<file path="src/rtl/shift_register_sequencer_pkg.sv">
// ---- shift_reg_pkg : op and FSM state encodings shared by the sequencer and its benches (rev 1.0) ----
`default_nettype none

package shift_reg_pkg;

  typedef enum logic [1:0] {
    OP_HOLD  = 2'b00,
    OP_RIGHT = 2'b01,
    OP_LEFT  = 2'b10,
    OP_LOAD  = 2'b11
  } op_e;

  typedef enum logic [1:0] {
    ST_IDLE = 2'b00,
    ST_RUN  = 2'b01,
    ST_DONE = 2'b10
  } state_e;

endpackage

`default_nettype wire

</file>
<file path="src/rtl/shift_register_sequencer_if.sv">
// ---- shift_register_sequencer_if : command handshake bus into the sequencer (rev 1.0) ----
`default_nettype none

interface shift_register_sequencer_if #(
  parameter int WIDTH       = 8,
  parameter int COUNT_WIDTH = 4
);

  logic                   cmd_valid;
  logic                   cmd_ready;
  logic [1:0]             cmd_op;
  logic [COUNT_WIDTH-1:0] cmd_count;
  logic [WIDTH-1:0]       cmd_bits;
  logic [WIDTH-1:0]       cmd_data;

  modport master (
    output cmd_valid, cmd_op, cmd_count, cmd_bits, cmd_data,
    input  cmd_ready
  );

  modport slave (
    input  cmd_valid, cmd_op, cmd_count, cmd_bits, cmd_data,
    output cmd_ready
  );

endinterface

`default_nettype wire

</file>
<file path="src/rtl/shift_register_sequencer.sv">
// ---- shift_register_sequencer : turns one command into a run of control cycles for a
// ---- universal shift register (hold / shift right / shift left / parallel load) (rev 1.0) ----
`default_nettype none

module shift_register_sequencer
  import shift_reg_pkg::*;
#(
  parameter int WIDTH       = 8,
  parameter int COUNT_WIDTH = 4
) (
  input  wire logic               clk,
  input  wire logic               rst,
  shift_register_sequencer_if.slave cmd,
  input  wire logic               abort,
  output logic                    sr_enable,
  output logic [1:0]              sr_direction,
  output logic                    sr_serial_in_left,
  output logic                    sr_serial_in_right,
  output logic [WIDTH-1:0]        sr_parallel_in,
  output logic                    sr_load,
  output logic                    busy,
  output logic                    done
);

  localparam logic [COUNT_WIDTH-1:0] COUNT_ONE  = COUNT_WIDTH'(1);
  localparam logic [COUNT_WIDTH-1:0] COUNT_ZERO = '0;

  state_e                 state;
  state_e                 next_state;
  op_e                    lat_op;
  logic [COUNT_WIDTH-1:0] lat_count;
  logic [WIDTH-1:0]       bit_buf;
  logic [WIDTH-1:0]       lat_data;
  logic [COUNT_WIDTH-1:0] eff_count;
  logic                   accept;

  assign cmd.cmd_ready = (state == ST_IDLE);
  assign accept        = cmd.cmd_valid && (state == ST_IDLE);
  // A load always occupies exactly one RUN cycle regardless of the count field.
  assign eff_count     = (op_e'(cmd.cmd_op) == OP_LOAD) ? COUNT_ONE : cmd.cmd_count;

  assign sr_parallel_in = lat_data;
  assign busy           = (state == ST_RUN) || (state == ST_DONE);
  assign done           = (state == ST_DONE);

  always_ff @(posedge clk) begin
    if (rst) begin
      state     <= ST_IDLE;
      lat_op    <= OP_HOLD;
      lat_count <= '0;
      bit_buf   <= '0;
      lat_data  <= '0;
    end else begin
      state <= next_state;
      if (accept) begin
        lat_op    <= op_e'(cmd.cmd_op);
        lat_count <= eff_count;
        bit_buf   <= cmd.cmd_bits;
        lat_data  <= cmd.cmd_data;
      end else if (state == ST_RUN) begin
        lat_count <= lat_count - COUNT_ONE;
        bit_buf   <= bit_buf >> 1;
      end
    end
  end

  always_comb begin
    next_state         = state;
    sr_enable          = 1'b0;
    sr_direction       = 2'b00;
    sr_serial_in_left  = 1'b0;
    sr_serial_in_right = 1'b0;
    sr_load            = 1'b0;
    unique case (state)
      ST_IDLE: begin
        if (cmd.cmd_valid) begin
          next_state = (eff_count == COUNT_ZERO) ? ST_DONE : ST_RUN;
        end
      end
      ST_RUN: begin
        sr_enable    = 1'b1;
        sr_direction = lat_op;
        unique case (lat_op)
          OP_RIGHT: sr_serial_in_left  = bit_buf[0];
          OP_LEFT:  sr_serial_in_right = bit_buf[0];
          OP_LOAD:  sr_load            = 1'b1;
          default:  ;
        endcase
        // The abort cycle still drives its shift; only the transition changes.
        if (abort) begin
          next_state = ST_IDLE;
        end else if (lat_count == COUNT_ONE) begin
          next_state = ST_DONE;
        end
      end
      ST_DONE: begin
        next_state = ST_IDLE;
      end
      default: begin
        next_state = ST_IDLE;
      end
    endcase
  end

endmodule

`default_nettype wire

</file>
<file path="src/flat_wrapper.sv">
// flat-port wrapper written by rule: the top's interface ports become plain ports
module shift_register_sequencer_flat import shift_reg_pkg::*;
#(
  parameter int WIDTH       = 8,
  parameter int COUNT_WIDTH = 4
)
  (clk, rst, abort, sr_enable, sr_direction, sr_serial_in_left, sr_serial_in_right, sr_parallel_in, sr_load, busy, done, cmd_cmd_valid, cmd_cmd_op, cmd_cmd_count, cmd_cmd_bits, cmd_cmd_data, cmd_cmd_ready);
  shift_register_sequencer_if #(.WIDTH(WIDTH), .COUNT_WIDTH(COUNT_WIDTH)) cmd_i ();
  input  wire logic clk;
  input  wire logic rst;
  input  wire logic abort;
  output logic sr_enable;
  output logic [1:0] sr_direction;
  output logic sr_serial_in_left;
  output logic sr_serial_in_right;
  output logic [WIDTH-1:0] sr_parallel_in;
  output logic sr_load;
  output logic busy;
  output logic done;
  input wire logic [$bits(cmd_i.cmd_valid)-1:0] cmd_cmd_valid;
  input wire logic [$bits(cmd_i.cmd_op)-1:0] cmd_cmd_op;
  input wire logic [$bits(cmd_i.cmd_count)-1:0] cmd_cmd_count;
  input wire logic [$bits(cmd_i.cmd_bits)-1:0] cmd_cmd_bits;
  input wire logic [$bits(cmd_i.cmd_data)-1:0] cmd_cmd_data;
  output wire logic [$bits(cmd_i.cmd_ready)-1:0] cmd_cmd_ready;
  assign cmd_i.cmd_valid = cmd_cmd_valid;
  assign cmd_i.cmd_op = cmd_cmd_op;
  assign cmd_i.cmd_count = cmd_cmd_count;
  assign cmd_i.cmd_bits = cmd_cmd_bits;
  assign cmd_i.cmd_data = cmd_cmd_data;
  assign cmd_cmd_ready = cmd_i.cmd_ready;
  shift_register_sequencer #(.WIDTH(WIDTH), .COUNT_WIDTH(COUNT_WIDTH)) u_core (.clk(clk), .rst(rst), .cmd(cmd_i), .abort(abort), .sr_enable(sr_enable), .sr_direction(sr_direction), .sr_serial_in_left(sr_serial_in_left), .sr_serial_in_right(sr_serial_in_right), .sr_parallel_in(sr_parallel_in), .sr_load(sr_load), .busy(busy), .done(done));
endmodule
</file>
<file path="config.mk">
export PLATFORM = sky130hd
export DESIGN_NAME = shift_register_sequencer_flat
export DESIGN_NICKNAME = d
export VERILOG_FILES = /design/src/rtl/shift_register_sequencer_pkg.sv /design/src/rtl/shift_register_sequencer_if.sv /design/src/rtl/shift_register_sequencer.sv /design/src/flat_wrapper.sv
export SDC_FILE = /design/constraint.sdc
export NUM_CORES = 1
export LEC_CHECK = 0
export ABC_AREA = 1
export CELL_PAD_IN_SITES_DETAIL_PLACEMENT = 1
export CELL_PAD_IN_SITES_GLOBAL_PLACEMENT = 1
export CORE_MARGIN = 3
export CORE_UTILIZATION = 32
export CTS_CLUSTER_DIAMETER = 100
export DETAILED_ROUTE_END_ITERATION = 10
export GPL_ROUTABILITY_DRIVEN = 0
export PLACE_DENSITY_LB_ADDON = 0.1
export SETUP_SLACK_MARGIN = 0.3
export SLEW_MARGIN = 20
export SYNTH_ARGS = -nofsm -noshare
export SYNTH_HDL_FRONTEND = slang
export SYNTH_SLANG_ARGS = --single-unit
</file>
<file path="constraint.sdc">
create_clock -name clk -period 3.18 [get_ports clk]
set_input_delay 0.636 -clock clk [delete_from_list [all_inputs] [get_ports clk]]
set_output_delay 0.636 -clock clk [all_outputs]
set_load 0.03 [all_outputs]
</file>
* Word level (Yosys, flattened, before mapping)
Index checks and enable logic that the tools add are counted.
** Cells by class
- Add/subtract/negate cells :: 1
- Reduce and logical (&&, ||, !) cells :: 6
- Eq/ne operators :: 9
- Multiplexer cells :: 18
** Operators by type and width (count)
- 8-bit 2-to-1 mux :: 2
- 4-bit 2-to-1 mux :: 3
- 2-bit 2-to-1 mux :: 5
- 2-bit == test (second input constant) :: 4
- 1-bit 2-to-1 mux :: 7
- 2-bit by 1-bit == test with 1-bit output (second input constant) :: 2
- 4-bit by 1-bit == test with 1-bit output (second input constant) :: 1
- 4-bit logical NOT :: 1
- 2-bit case mux with 2 select lines :: 1
- 4-bit by 1-bit subtractor with 4-bit output (second input constant) :: 1
- 3-bit != test (second input constant) :: 1
- 2-bit logical NOT :: 1
- 2-bit != test (second input constant) :: 1
- 2-bit AND reduction :: 1
- 2-bit nonzero test :: 1
- 1-bit logical AND :: 1
- 1-bit logical OR :: 1
** Word-level totals
- Word-level logic and storage cells :: 39
- Output and inout bits :: 17
- Register bits :: 24
- Input port bits :: 26

* Depth between registers and ports, before layout
Gate-level depths: netlist of run 1.
- Word-level depth :: 6
- Mapped depth :: 10
- Depth with buffers taken out :: 10

* Worst setup path before layout of run 1
OpenSTA, ideal clock, no wires.
- Path type :: flip-flop to output port
- Start point :: register u_core.state[1]
- End point :: output sr_serial_in_left
- Setup slack :: 965 ps
- Cell stages (with the launch flop) :: 5
- Data required time :: 2544 ps
- Path buffers :: 0
- Arrival :: 1579 ps
- Cell sequence :: dfxtp_1 > inv_1 > ha_1 > nand2_1 > nor3_1
** On the way
- Longest elaborated chain between the ends :: 2
** RTL lines
- start, declared :: RTL line shift_register_sequencer.sv:28 : state_e state;
- start signal, assigned :: RTL line shift_register_sequencer.sv:54 : state <= next_state;
- 2-bit by 1-bit == test with 1-bit output :: RTL line shift_register_sequencer.sv:74 : unique case (state)
- 1-bit 2-to-1 mux :: RTL line shift_register_sequencer.sv:74
- end, declared :: RTL line flat_wrapper.sv:14 : output logic sr_serial_in_left;
Every way passes these cells.

* Final worst setup path of run 1
- Start point :: register u_core.state[1]
- End point :: output sr_serial_in_right
** On the way
- Longest elaborated chain between the ends :: 2
** RTL lines
- 2-bit by 1-bit == test with 1-bit output :: RTL line shift_register_sequencer.sv:74
- 1-bit 2-to-1 mux :: RTL line shift_register_sequencer.sv:74
- end, declared :: RTL line flat_wrapper.sv:15 : output logic sr_serial_in_right;
Every way passes these cells.

==> impl_metrics.toml, run 1 <==
[timing]
finalHoldViolations = 0
whs_ns = 0.478
slew_viol_final = 0
min_period_ns = 2.63
slew_headroom_pct = 70.1
worstMarginPinSlew_ns = 0.448
fin_skew_ns = 0.00375
finalSetupViolations = 0
fin_crit_sh_pct = 82.8
fmax_mhz = 380
finalSetupTns_ns = 0
rsz0062_at_grt = "no"

[cells_and_area]
fillerInstances = 433
multi_input_area_sq_um = 558
seq_area_sq_um = 480
insertedDiodeCount = 0
drive_above_1_share_pct = 5.50
final_cells = 246
layout_common_cells = "42 x clkdlybuf4s50_1, 33 x nand2_1, 24 x nor2_1, 24 x dfxtp_1, 16 x inv_1"
mostFrequentLayoutCell = "clkdlybuf4s50_1"
syn_to_final_growth_pct = 43.8
nets = 232
design_area_sq_um = 1640

[clock_tree]
cts_buffers = 3
cts_tree = "done"
clock-root-buffer = "clkbuf_4"
cts_resized = 0
htreeDepth = 1
cts.clk_slew.worst_paths_ns = 0.14
clk_latency_ns = 0.33
clockBufferDepth = 2
ctsHoldBuffers = 0
postCtsSetupBuffers = 0
cts_num_sinks = 24

[worst_hold_path]
whs_path_depth = 2
hp-class = "reg2reg"
hp-start = "u_core.bit_buf[2]"
whs_endpoint = "u_core.bit_buf[2]"

[setup_path]
crit_fanout = 5
r2r_slack_ns = 1.44
cp-start-kind = "flop"
reg2reg_from = "u_core.state[0]"
crit_chain = "inv_1, ha_1, nand2_1, nor3_1, clkdlybuf4s50_1"
required_ns = 2.54
slowest_delay_ns = 0.71
worst-path-buf-inv = 2
cp_top_family = "buffers and inverters"
critical_path_class = "reg2out"
end_kind = "output port"
crit_arrival_ns = 2.00
reg2regPathDepth = 9
rr_endpoint = "u_core.bit_buf[0]"
crit_slowest_cell = "clkdlybuf4s50_1"

[flow_run]
max_cap_violations = 0

[place]
numPortBuffers = 42
post-dp-hpwl_mm = 2.41
place_area_sq_um = 1590
placedCellCount = 242

[logic_synthesis]
synth-seq-cells = 24
synth_fp_nets = 190
synth_top_area_cell = "dfxtp_1"
yosysTopAreaCellShare_pct = 42.1
synth_cell_types = 21
synth_cells = 159
syn_area_sq_um = 1140
synth_area_leaders = "dfxtp_1 42%, nand2_1 11%, nor2_1 7.9%"
syn_avg_cell_area_sq_um = 7.18
yosysWarnings = 0
ys_seq_area_share_pct = 42.1

[power_and_ir_drop]
internal-power_mw = 0.551
powerDensity_nw_per_um2 = 485
power_frac_clock_pct = 28.8
sw_frac_of_total_pct = 30.8
p_leak_nw = 0.685
combPwrFrac_pct = 27.7
ir_worst_vdd_mv = 0.263
p_switching_mw = 0.246
seq_power_share_pct = 43.5

[drt]
viasPerCell = 4.74
drt_iter0_drc = 26
firstDrtPassIters = 4
vias = 1166
post-route-drc-count = 0
wl_per_cell_microns = 12.9
finalWirelength_mm = 3.17
final_antenna_net_count = 0

[global_route]
grt_pass1_vias = 1173
grt_pass1_wl_mm = 5.26
track_usage_pct = 15.8
antenna_found_initial = 0
grt_max_degree = 26
grt.overflow.total = 0

[outcome]
status = "finished clean"

[floorplanning]
die_area_sq_um = 4320
rows = 21
start_util_pct = 33.7
ioPinCount = 43
die-width_microns = 65.8
die_y_microns = 65.8
core_sq_um = 3390
## metal layers
metal	vias to the layer above	GRT usage [%]	wire, microns
met5	-	0	0
met4	0	6.99	59
met3	5	2.39	125
met2	26	28.2	1550
met1	540	18.5	1430
li1	595	-	-
## power by group through the flow
stage / registers [mW] / logic (mW) / clock network [mW]
2_1_floorplan: 0.370 / 0.119 / 0
3_3_place_gp: 0.352 / 0.219 / 0
3_5_place_dp: 0.353 / 0.224 / 0
5_1_grt: 0.351 / 0.246 / 0.247
4_1_cts: 0.347 / 0.225 / 0.234
6_report: 0.346 / 0.221 / 0.230
## cell usage after synthesis
cell type / count
a21oi_1: 9
nor3_1: 5
inv_4: 1
nand2_2: 2
inv_1: 16
clkbuf_1: 3
buf_4: 1
inv_2: 2
o21ai_0: 14
nand3_1: 6
o211ai_1: 1
ha_1: 5
dfxtp_1: 24
buf_6: 1
nor2_1: 24
nor2_4: 2
o21bai_1: 1
nand4_1: 2
a22oi_1: 4
nand2_1: 33
a31oi_1: 3
## worst reg2reg max path: cells and delay by family (launching register included)
family                     cells  cell delay (ns)
and+or+nand+nor                4             0.66
DFF                            1             0.40
buffers and inverters          3             0.33
adders and majority gates      1             0.23
AOI/OAI and AO/OA              1             0.09
## worst max path at each step
stage	to	from	cells past startpoint	slack [ns]
after floorplan	sr_serial_in_left	u_core.state[1]	4	0.96
after global placement	sr_serial_in_left	u_core.state[1]	5	0.98
after detailed placement	sr_serial_in_right	u_core.state[1]	5	0.91
after CTS	sr_serial_in_right	u_core.state[1]	5	0.53
after global routing	sr_serial_in_right	u_core.state[1]	5	0.39
final	sr_serial_in_right	u_core.state[1]	5	0.55
## kinds of logic (layout without fill, tap and decap cells)
logic type,Yosys count,after routing,share of synthesized area (%)
and+or+nand+nor,74,74,27.7
AOI/OAI and AO/OA,32,32,15.7
DFF,24,24,42.1
buffers and inverters,24,65,9.09
adders and majority gates,5,5,5.48
## metrics by stage
step | power (mW) | setup slack [ns] | utilization (%)
4_1_cts | 0.806 | 0.526 | 48.5
3_3_place_gp | 0.570 | 0.976 | 46.9
6_report | 0.797 | 0.547 | 48.5
5_1_grt | 0.844 | 0.385 | 48.5
2_1_floorplan | 0.489 | 0.965 | -
3_5_place_dp | 0.577 | 0.915 | 46.9
## sequential cells by signal, indices dropped and copies added, names as in the netlist
signal / count
u_core.lat_count: 4
u_core.sr_parallel_in: 8
u_core.state: 2
u_core.lat_op: 2
u_core.bit_buf: 8
## cell type report
type	instances	share of cell area (%)
clock inverter	1	1.83
timing repair buffer	42	25.6
sequential	24	29.2
inverter	19	4.49
tap	46	3.50
multi-input combinational	111	34.0
clock buffer	3	1.37
No activity file was read; power rests on OpenSTA's default activity.
==> run 2: changes to the inputs <==
CORE_UTILIZATION = 27   (was 32)
clock period = 2.2 ns   (was 3.18 ns; I/O delays follow)
==> run 2 against run 1 <==
Clock skew fell by 0.0020 ns. Combinational power rose by 49%. Final area rose by 1.8%. Worst setup slack got worse by 0.20 ns. Global-route usage fell by 1.1 points. Total power rose by 42%. Clock-buffer cell count rose by 1. Die area rose by 17%. Critical path type unchanged. Highest routed layer unchanged.
==> impl_metrics.toml, run 2 (synthesis gave the netlist of run 1 again) <==
[clock_tree]
postCtsSetupBuffers = 0
ctsHoldBuffers = 0
htreeDepth = 1
cts_tree = "done"
cts_buffers = 3
clockBufferDepth = 2
cts.clk_slew.worst_paths_ns = 0.09
cts_num_sinks = 24
clk_latency_ns = 0.26
clock-root-buffer = "clkbuf_8"

[timing]
finalHoldViolations = 0
slew_viol_final = 0
fmax_mhz = 541
min_period_ns = 1.85
worstMarginPinSlew_ns = 0.378
fin_crit_sh_pct = 84.1
finalSetupViolations = 0
fin_skew_ns = 0.00173
slew_headroom_pct = 74.8
rsz0062_at_grt = "yes"
finalSetupTns_ns = 0
whs_ns = 0.469

[floorplanning]
die_area_sq_um = 5050
die-width_microns = 71.0
rows = 23
ioPinCount = 43
start_util_pct = 28.4
core_sq_um = 4030
die_y_microns = 71.0

[cells_and_area]
fillerInstances = 520
drive_above_1_share_pct = 11.3
nets = 235
finish.utilization_pct = 41.5
final_cells = 253
insertedDiodeCount = 0
syn_to_final_growth_pct = 46.3
layout_common_cells = "33 x nand2_1, 33 x clkdlybuf4s50_1, 24 x nor2_1, 24 x dfxtp_1, 16 x inv_1"

[power_and_ir_drop]
seq_power_share_pct = 44.4
power_mw = 1.13
internal-power_mw = 0.773
power_frac_clock_pct = 26.6
combPwrFrac_pct = 29.0
sw_frac_of_total_pct = 31.8
p_switching_mw = 0.361
powerDensity_nw_per_um2 = 678
ir_worst_vdd_mv = 0.251
p_leak_nw = 0.717

[drt]
vias = 1178
post-route-drc-count = 0
firstDrtPassIters = 4
final_antenna_net_count = 0
wl_per_cell_microns = 13.7
viasPerCell = 4.66
drt_iter0_drc = 39
finalWirelength_mm = 3.46

[global_route]
grt.overflow.total = 0
grt_pass1_vias = 1322
grt_max_degree = 19
track_usage_pct = 14.8
antenna_found_initial = 0
grt_pass1_wl_mm = 6.02

[setup_path]
crit_fanout = 3
critical_path_class = "reg2out"
end_kind = "output port"
cp-start-kind = "flop"
crit_arrival_ns = 1.41
required_ns = 1.76

[worst_hold_path]
hp-class = "reg2reg"

[flow_run]
max_cap_violations = 0

[place]
numPortBuffers = 42
post-dp-hpwl_mm = 2.72
placedCellCount = 249

[outcome]
status = "finished clean"
-- run 2: cell types whose count changed in the layout (fill, tap and decap cells not counted), moves of 2 or more --
cell,delta
nor3_2,+2
buf_4,+3
dlygate4sd2_1,+3
clkbuf_8,+4
clkdlybuf4s50_1,-9
clkbuf_2,+3
nor3_1,-2
-- run 2: path summary, 6_finish.rpt --
path	from	to	slack (ns)	depth (start not counted)
worst max-delay path	u_core.state[0]	cmd_cmd_ready	0.35	3
worst min-delay path	u_core.bit_buf[6]	u_core.bit_buf[6]	0.47	2
worst max register to register	u_core.state[0]	u_core.bit_buf[0]	0.55	9
worst min register to register	u_core.bit_buf[6]	u_core.bit_buf[6]	0.47	2
-- run 2: what timing repair did --
action | 4_1_cts | 5_1_grt
endpoints found under the setup margin | 9 | 6
cloned | 0 | 0
pin swaps | 0 | 0
resized for setup | 18 | 12
-- run 2: layer usage --
layer,track usage (%),share of wire (%),wire length [microns],up-vias
met3,3.84,6.4,220,4
met5,0,0,0,-
met4,3.13,0.69,24,0
met1,17.7,42,1440,540
li1,-,-,-,605
met2,26.5,51,1770,29
-- run 2: final cells by class --
cell class                      instances  area (sq um)  share of cell area (%)
Multi-Input combinational cell        111           581                    34.7
Sequential cell                        24           480                    28.7
Timing Repair Buffer                   45           419                    25.1
Inverter                               19          73.8                    4.42
Tap cell                               50          62.6                    3.74
Clock buffer                            4          55.1                    3.29
-- run 2: worst max-delay path, stage by stage, from the launching register on --
cell	delay, ns
dfxtp_1	0.42
inv_1	0.10
ha_1	0.25
dlygate4sd2_1	0.37
-- run 2: power groups by stage --
stage / clock (mW) / combinational [mW] / sequential [mW]
after global routing: 0.334 / 0.366 / 0.509
after floorplan: 0 / 0.173 / 0.536
after detailed placement: 0 / 0.337 / 0.512
after global placement: 0 / 0.328 / 0.509
final: 0.301 / 0.329 / 0.503
after CTS: 0.312 / 0.332 / 0.503
-- run 2: metrics by stage --
stage / setup slack [ns] / cell area [sq um]
after CTS: 0.165 / 1680
after floorplan: 0.406 / 1150
after global placement: 0.242 / 1630
after detailed placement: 0.141 / 1630
after global routing: 0.279 / 1670
final: 0.351 / 1670
